File: src/rtl/quad_dec_sysid_pkg.sv
// Shared word offsets, CAPS field layout and byte-merge helper for the Quad_Dec system-ID slave.
package quad_dec_sysid_pkg;

  localparam int unsigned WORD_ID       = 0;
  localparam int unsigned WORD_TS       = 1;
  localparam int unsigned WORD_CAPS     = 2;
  localparam int unsigned WORD_UPLO     = 3;
  localparam int unsigned WORD_UPHI     = 4;
  localparam int unsigned WORD_SCR_BASE = 6;

  localparam int unsigned CAPS_UPTIME_BIT = 0;
  localparam int unsigned CAPS_NSCR_LSB   = 8;
  localparam int unsigned CAPS_NSCR_W     = 8;

  function automatic logic [31:0] byte_merge(input logic [31:0] old_w,
                                             input logic [31:0] new_w,
                                             input logic [3:0]  be);
    logic [31:0] merged;
    merged = old_w;
    for (int b = 0; b < 4; b++) begin
      if (be[b]) merged[b*8 +: 8] = new_w[b*8 +: 8];
    end
    return merged;
  endfunction

endpackage

File: src/rtl/quad_dec_uptime_ctr.sv
// Prescaled free-running 64-bit uptime counter; wraps silently at 2^64-1.
module quad_dec_uptime_ctr #(
  parameter int unsigned CLK_DIV = 50
) (
  input  logic        clock,
  input  logic        reset_n,
  output logic [63:0] count
);

  localparam int unsigned PW = (CLK_DIV > 1) ? $clog2(CLK_DIV) : 1;

  logic [PW-1:0] presc_reg;
  logic [63:0]   count_reg;
  logic          tick;

  // With CLK_DIV=1 the prescaler sits at 0 and every cycle is a tick.
  assign tick = (presc_reg == PW'(CLK_DIV - 1));

  always_ff @(posedge clock or negedge reset_n) begin
    if (!reset_n) begin
      presc_reg <= '0;
      count_reg <= '0;
    end else begin
      presc_reg <= tick ? '0 : presc_reg + 1'b1;
      if (tick) count_reg <= count_reg + 64'd1;
    end
  end

  assign count = count_reg;

endmodule

File: src/rtl/quad_dec_sysid_regs.sv
// Avalon-MM system-ID/timestamp/caps slave with scratch bank; uptime counter and
// its snapshot shadow are built only when SYSID_UPTIME_EN is defined.
module quad_dec_sysid_regs
  import quad_dec_sysid_pkg::*;
#(
  parameter logic [31:0] SYSTEM_ID   = 32'h0000_0000,
  parameter logic [31:0] TIMESTAMP   = 32'd1529059747,
  parameter int unsigned ADDR_W      = 4,
  parameter int unsigned NUM_SCRATCH = 4,
  parameter int unsigned CLK_DIV     = 50
) (
  input  logic              clock,
  input  logic              reset_n,
  input  logic [ADDR_W-1:0] address,
  input  logic              read,
  input  logic              write,
  input  logic [31:0]       writedata,
  input  logic [3:0]        byteenable,
  output logic [31:0]       readdata,
  output logic              readdatavalid
);

  localparam int unsigned SCR_N = (NUM_SCRATCH > 0) ? NUM_SCRATCH : 1;

  if (ADDR_W < 3 || CLK_DIV < 1 || NUM_SCRATCH > (1 << ADDR_W) - 6) begin : g_param_err
    $error("quad_dec_sysid_regs: illegal ADDR_W/CLK_DIV/NUM_SCRATCH combination");
  end

  logic [31:0] addr_word;
  logic [31:0] rd_word;
  logic [31:0] caps_word;
  logic [31:0] scr_words [SCR_N];

  assign addr_word = 32'(address);

`ifdef SYSID_UPTIME_EN
  localparam logic UPTIME_PRESENT = 1'b1;
  logic [63:0] uptime;
  logic [31:0] shadow_reg;

  quad_dec_uptime_ctr #(.CLK_DIV(CLK_DIV)) u_uptime (
    .clock   (clock),
    .reset_n (reset_n),
    .count   (uptime)
  );

  // Shadow latches the same sample returned by a LO read so a later HI read is coherent.
  always_ff @(posedge clock or negedge reset_n) begin
    if (!reset_n) shadow_reg <= '0;
    else if (read && addr_word == 32'(WORD_UPLO)) shadow_reg <= uptime[63:32];
  end
`else
  localparam logic UPTIME_PRESENT = 1'b0;
`endif

  always_comb begin
    caps_word = '0;
    caps_word[CAPS_NSCR_LSB +: CAPS_NSCR_W] = 8'(NUM_SCRATCH);
    caps_word[CAPS_UPTIME_BIT] = UPTIME_PRESENT;
  end

  // A write colliding with a read is dropped.
  for (genvar gi = 0; gi < NUM_SCRATCH; gi++) begin : g_scr
    logic [31:0] word_reg;
    always_ff @(posedge clock or negedge reset_n) begin
      if (!reset_n) word_reg <= '0;
      else if (write && !read && addr_word == 32'(WORD_SCR_BASE + gi))
        word_reg <= byte_merge(word_reg, writedata, byteenable);
    end
    assign scr_words[gi] = word_reg;
  end
  if (NUM_SCRATCH == 0) begin : g_no_scr
    assign scr_words[0] = '0;
  end

  always_comb begin
    rd_word = '0;
    case (addr_word)
      32'(WORD_ID):   rd_word = SYSTEM_ID;
      32'(WORD_TS):   rd_word = TIMESTAMP;
      32'(WORD_CAPS): rd_word = caps_word;
`ifdef SYSID_UPTIME_EN
      32'(WORD_UPLO): rd_word = uptime[31:0];
      32'(WORD_UPHI): rd_word = shadow_reg;
`endif
      default: begin
        for (int i = 0; i < NUM_SCRATCH; i++) begin
          if (addr_word == 32'(WORD_SCR_BASE + i)) rd_word = scr_words[i];
        end
      end
    endcase
  end

  always_ff @(posedge clock or negedge reset_n) begin
    if (!reset_n) begin
      readdata      <= '0;
      readdatavalid <= 1'b0;
    end else begin
      readdatavalid <= read;
      if (read) readdata <= rd_word;
    end
  end

endmodule
File: config.mk
export PLATFORM = sky130hd
export DESIGN_NAME = quad_dec_sysid_regs
export DESIGN_NICKNAME = d
export VERILOG_FILES = /design/src/rtl/quad_dec_sysid_pkg.sv /design/src/rtl/quad_dec_uptime_ctr.sv /design/src/rtl/quad_dec_sysid_regs.sv
export SDC_FILE = /design/constraint.sdc
export NUM_CORES = 1
export LEC_CHECK = 0
export BUFFER_PORTS_ARGS = -buffer_cell sky130_fd_sc_hd__buf_2
export CORE_MARGIN = 3
export CORE_UTILIZATION = 59
export CTS_CLUSTER_SIZE = 30
export DETAILED_ROUTE_END_ITERATION = 6
export HOLD_SLACK_MARGIN = 0.15
export MAX_ROUTING_LAYER = met4
export PLACE_DENSITY_LB_ADDON = 0.3
export SYNTH_ARGS = -nofsm -noshare
export SYNTH_HDL_FRONTEND = slang
export SYNTH_SLANG_ARGS = --single-unit
File: constraint.sdc
create_clock -name clock -period 1.2 [get_ports clock]
set_clock_uncertainty 0.05 [all_clocks]
set_input_delay 0.24 -clock clock [delete_from_list [all_inputs] [get_ports clock]]
set_output_delay 0.24 -clock clock [all_outputs]
set_load 0.005 [all_outputs]
==> results.sh <==
export IMPL_initial_core_util_pct=60.65
export IMPL_portBuffers=76
export IMPL_wirelength_um=19790
export IMPL_ir_worst_vdd_uv=1160
export IMPL_synth_enable_flop_cells=0
export IMPL_hold_violations=0
export IMPL_clk_pin_slew_ps=60
export IMPL_swShare_pct=24.20
export IMPL_cts_sinks=161
export IMPL_worstPathCellList="buf_2"
export IMPL_slowest_stage="dfrtp_1"
export IMPL_worst_setup_path_end_kind="output port"
export IMPL_synth_nets=622
export IMPL_intPower_mw=10.71
export IMPL_maxCapViolCount=0
export IMPL_clk_latency_ps=420
export IMPL_combPwrFrac_pct=14.6
export IMPL_ant_nets=0
export IMPL_n_fill_cell=638
export IMPL_vias_per_cell=5.950
export IMPL_antenna_found_initial=0
export IMPL_critPathBufInv=1
export IMPL_required_ps=910
export IMPL_cp_start_kind="register"
export IMPL_dp_cells=837
export IMPL_postLayoutCellArea_mm2=0.009876
export IMPL_yosysSeqAreaShare_pct=54.85
export IMPL_multi_input_area_mm2=0.003458
export IMPL_first_iter_violations=435
export IMPL_vias=5545
export IMPL_synth_distinct_cells=26
export IMPL_cts_buffers=17
export IMPL_ioPinCount=77
export IMPL_ys_warnings_count=0
export IMPL_synth_seq_cells=161
export IMPL_die_h_um=117.6
export IMPL_seq_area_mm2=0.004029
export IMPL_ys_flop_type="dfrtp_1"
export IMPL_row_count=40
export IMPL_routabilityCongestion=0.7902
export IMPL_rsz0062_at_grt="yes"
export IMPL_largest_reg_flops=128
export IMPL_worst_slack_ps=-64.32
export IMPL_htreeDepth=4
export IMPL_ys_async_sr_fraction_pct=100.0
export IMPL_drc=0
export IMPL_final_common_cell="dfrtp_1"
export IMPL_syn_to_final_growth_pct=34.44
export IMPL_fin_nets=797
export IMPL_die_w_um=117.6
export IMPL_cp_slowest_stage_delay_ps=410
export IMPL_slew_violations=0
export IMPL_crit_arrival_ps=970
export IMPL_reg2reg_to="readdata[3]"
export IMPL_clkPwrFrac_pct=39.8
export IMPL_powerDensity_mw_per_mm2=1431
export IMPL_preCtsSetupSlack_ps=-554.4
export IMPL_reg2reg_depth=4
export IMPL_grt_max_degree=51
export IMPL_dpl_cell_area_mm2=0.008328
export IMPL_dr_pass1_iters=5
export IMPL_worst_pin_slew_ps=460.7
export IMPL_violations="setup timing"
export IMPL_status="complete, but fails checks"
export IMPL_fin_tns_setup_ps=-1349
export IMPL_min_path_type="in -> async"
export IMPL_r2r_start="g_scr[0].word_reg[3]"
export IMPL_cts_buffer_depth=2
export IMPL_finalCriticalPeriod_ps=1264
export IMPL_grt_pass1_vias=5808
export IMPL_drive_gt1_share_pct=49.08
export IMPL_fin_crit_sh_pct=105.4
export IMPL_overflow=0
export IMPL_syn_avg_cell_area_um2=12.71
export IMPL_fmax_ghz=0.7909
export IMPL_grt_use_total_pct=28.52
export IMPL_cts_root_buf="clkbuf_16"
export IMPL_p_total_mw=14.13
export IMPL_antennaDiodeCount=0
export IMPL_die_area_mm2=0.01383
export IMPL_maxSlewHeadroom_pct=69.29
export IMPL_p_sw_mw=3.419
export IMPL_mostFrequentLayoutCells="161 x dfrtp_1, 120 x mux2_2, 71 x buf_2"
export IMPL_dp_hpwl_um=11650
export IMPL_synth_area_mm2=0.007346
export IMPL_coreArea_mm2=0.01211
export IMPL_criticalPathCategory="reg -> out"
export IMPL_wl_per_cell_um=21.24
export IMPL_layout_cells_non_filler=932
export IMPL_timing_critical_path_from="readdata[10]"
export IMPL_cts_tree="done"
export IMPL_critPathMaxFanout=2
export IMPL_reg2reg_slack_ps=-50
export IMPL_crit_family="flip-flops"
export IMPL_report_final_setup_viol=65
export IMPL_grt_pass1_wl_um=30100
export IMPL_cellLeakagePower_nw=4.887
export IMPL_netlist_instances=578
export IMPL_path_depth=1
export IMPL_seq_power_share_pct=45.6
==> layout make-up <==
type	instances	area share, %
clock buffer	19	4.485
clock inverter	11	1.660
inverter	2	0.07602
multi-input combinational	383	35.02
sequential	161	40.80
tap	168	2.128
timing repair buffer	188	15.84
==> metal layers <==
layer / share of wire, % / GRT usage (%) / vias to the layer above / wire length (µm)
met3: 4.7 / 5.766 / 42 / 936
met2: 53 / 48.88 / 229 / 10500
li1: - / - / 2431 / -
met5: 0 / - / - / 0
met4: 2.1 / 8.278 / 0 / 413
met1: 40 / 34.61 / 2843 / 7942
==> worst max path at each step <==
stage               slack (ps)               endpoint
floorplan                 -340   g_scr[0].word_reg[0]
global placement          -500  g_scr[0].word_reg[22]
detailed placement        -550   g_scr[2].word_reg[9]
CTS                        -70           readdata[31]
global route               -90  g_scr[2].word_reg[23]
finish                     -60           readdata[10]
==> Yosys cell counts, types with 2 or more instances <==
master     count  area share, %
nor2b_1       16            1.4
nor3_4         2           0.44
buf_6          6           0.92
o22a_1        15            1.8
o21ai_0       32            2.2
buf_2         15            1.0
nand2b_1      16            1.4
mux2i_1       32            4.4
mux2_2       130             20
inv_1          2           0.10
nand2_2       16            1.4
nand3_1       33            2.2
nand2_1        2           0.10
clkbuf_1      10           0.51
mux2_1        13            2.0
dfrtp_1      161             55
nand4bb_1      2           0.31
a21oi_1       17            1.2
nor2_1        35            1.8
o22ai_1       17            1.4
==> power groups by stage <==
stage | registers (mW) | logic (mW) | clock network (mW)
after global routing | 6.50 | 2.23 | 5.88
after CTS | 6.40 | 1.89 | 5.63
final | 6.44 | 2.06 | 5.63
after floorplan | 6.39 | 1.09 | 0
after detailed placement | 6.49 | 1.70 | 0
after global placement | 6.44 | 1.62 | 0
==> through the flow <==
step                      util (%)  hold slack [ps]
after floorplan                  -           -105.6
after global placement       68.76            29.14
after detailed placement     68.76            28.79
after CTS                    78.53            158.9
after global routing         81.54            163.4
final                        81.54            161.4
==> repair_timing <==
item / 4_1_cts / 5_1_grt
hold buffers: 33 / 1
gates cloned: 1 / 2
endpoints found under the setup margin: 110 / 128
setup buffers: 14 / 14
endpoints found under the hold margin: 289 / 2
gates resized for setup: 26 / 51
pin swaps: 9 / 12
==> cell families after synthesis <==
group	synth area share, %
AOI/OAI and AO/OA	6.694
DFF	54.85
and+or+nand+nor	9.573
muxes	26.28
buffers and inverters	2.606
(Power assumes the default switching activity.)
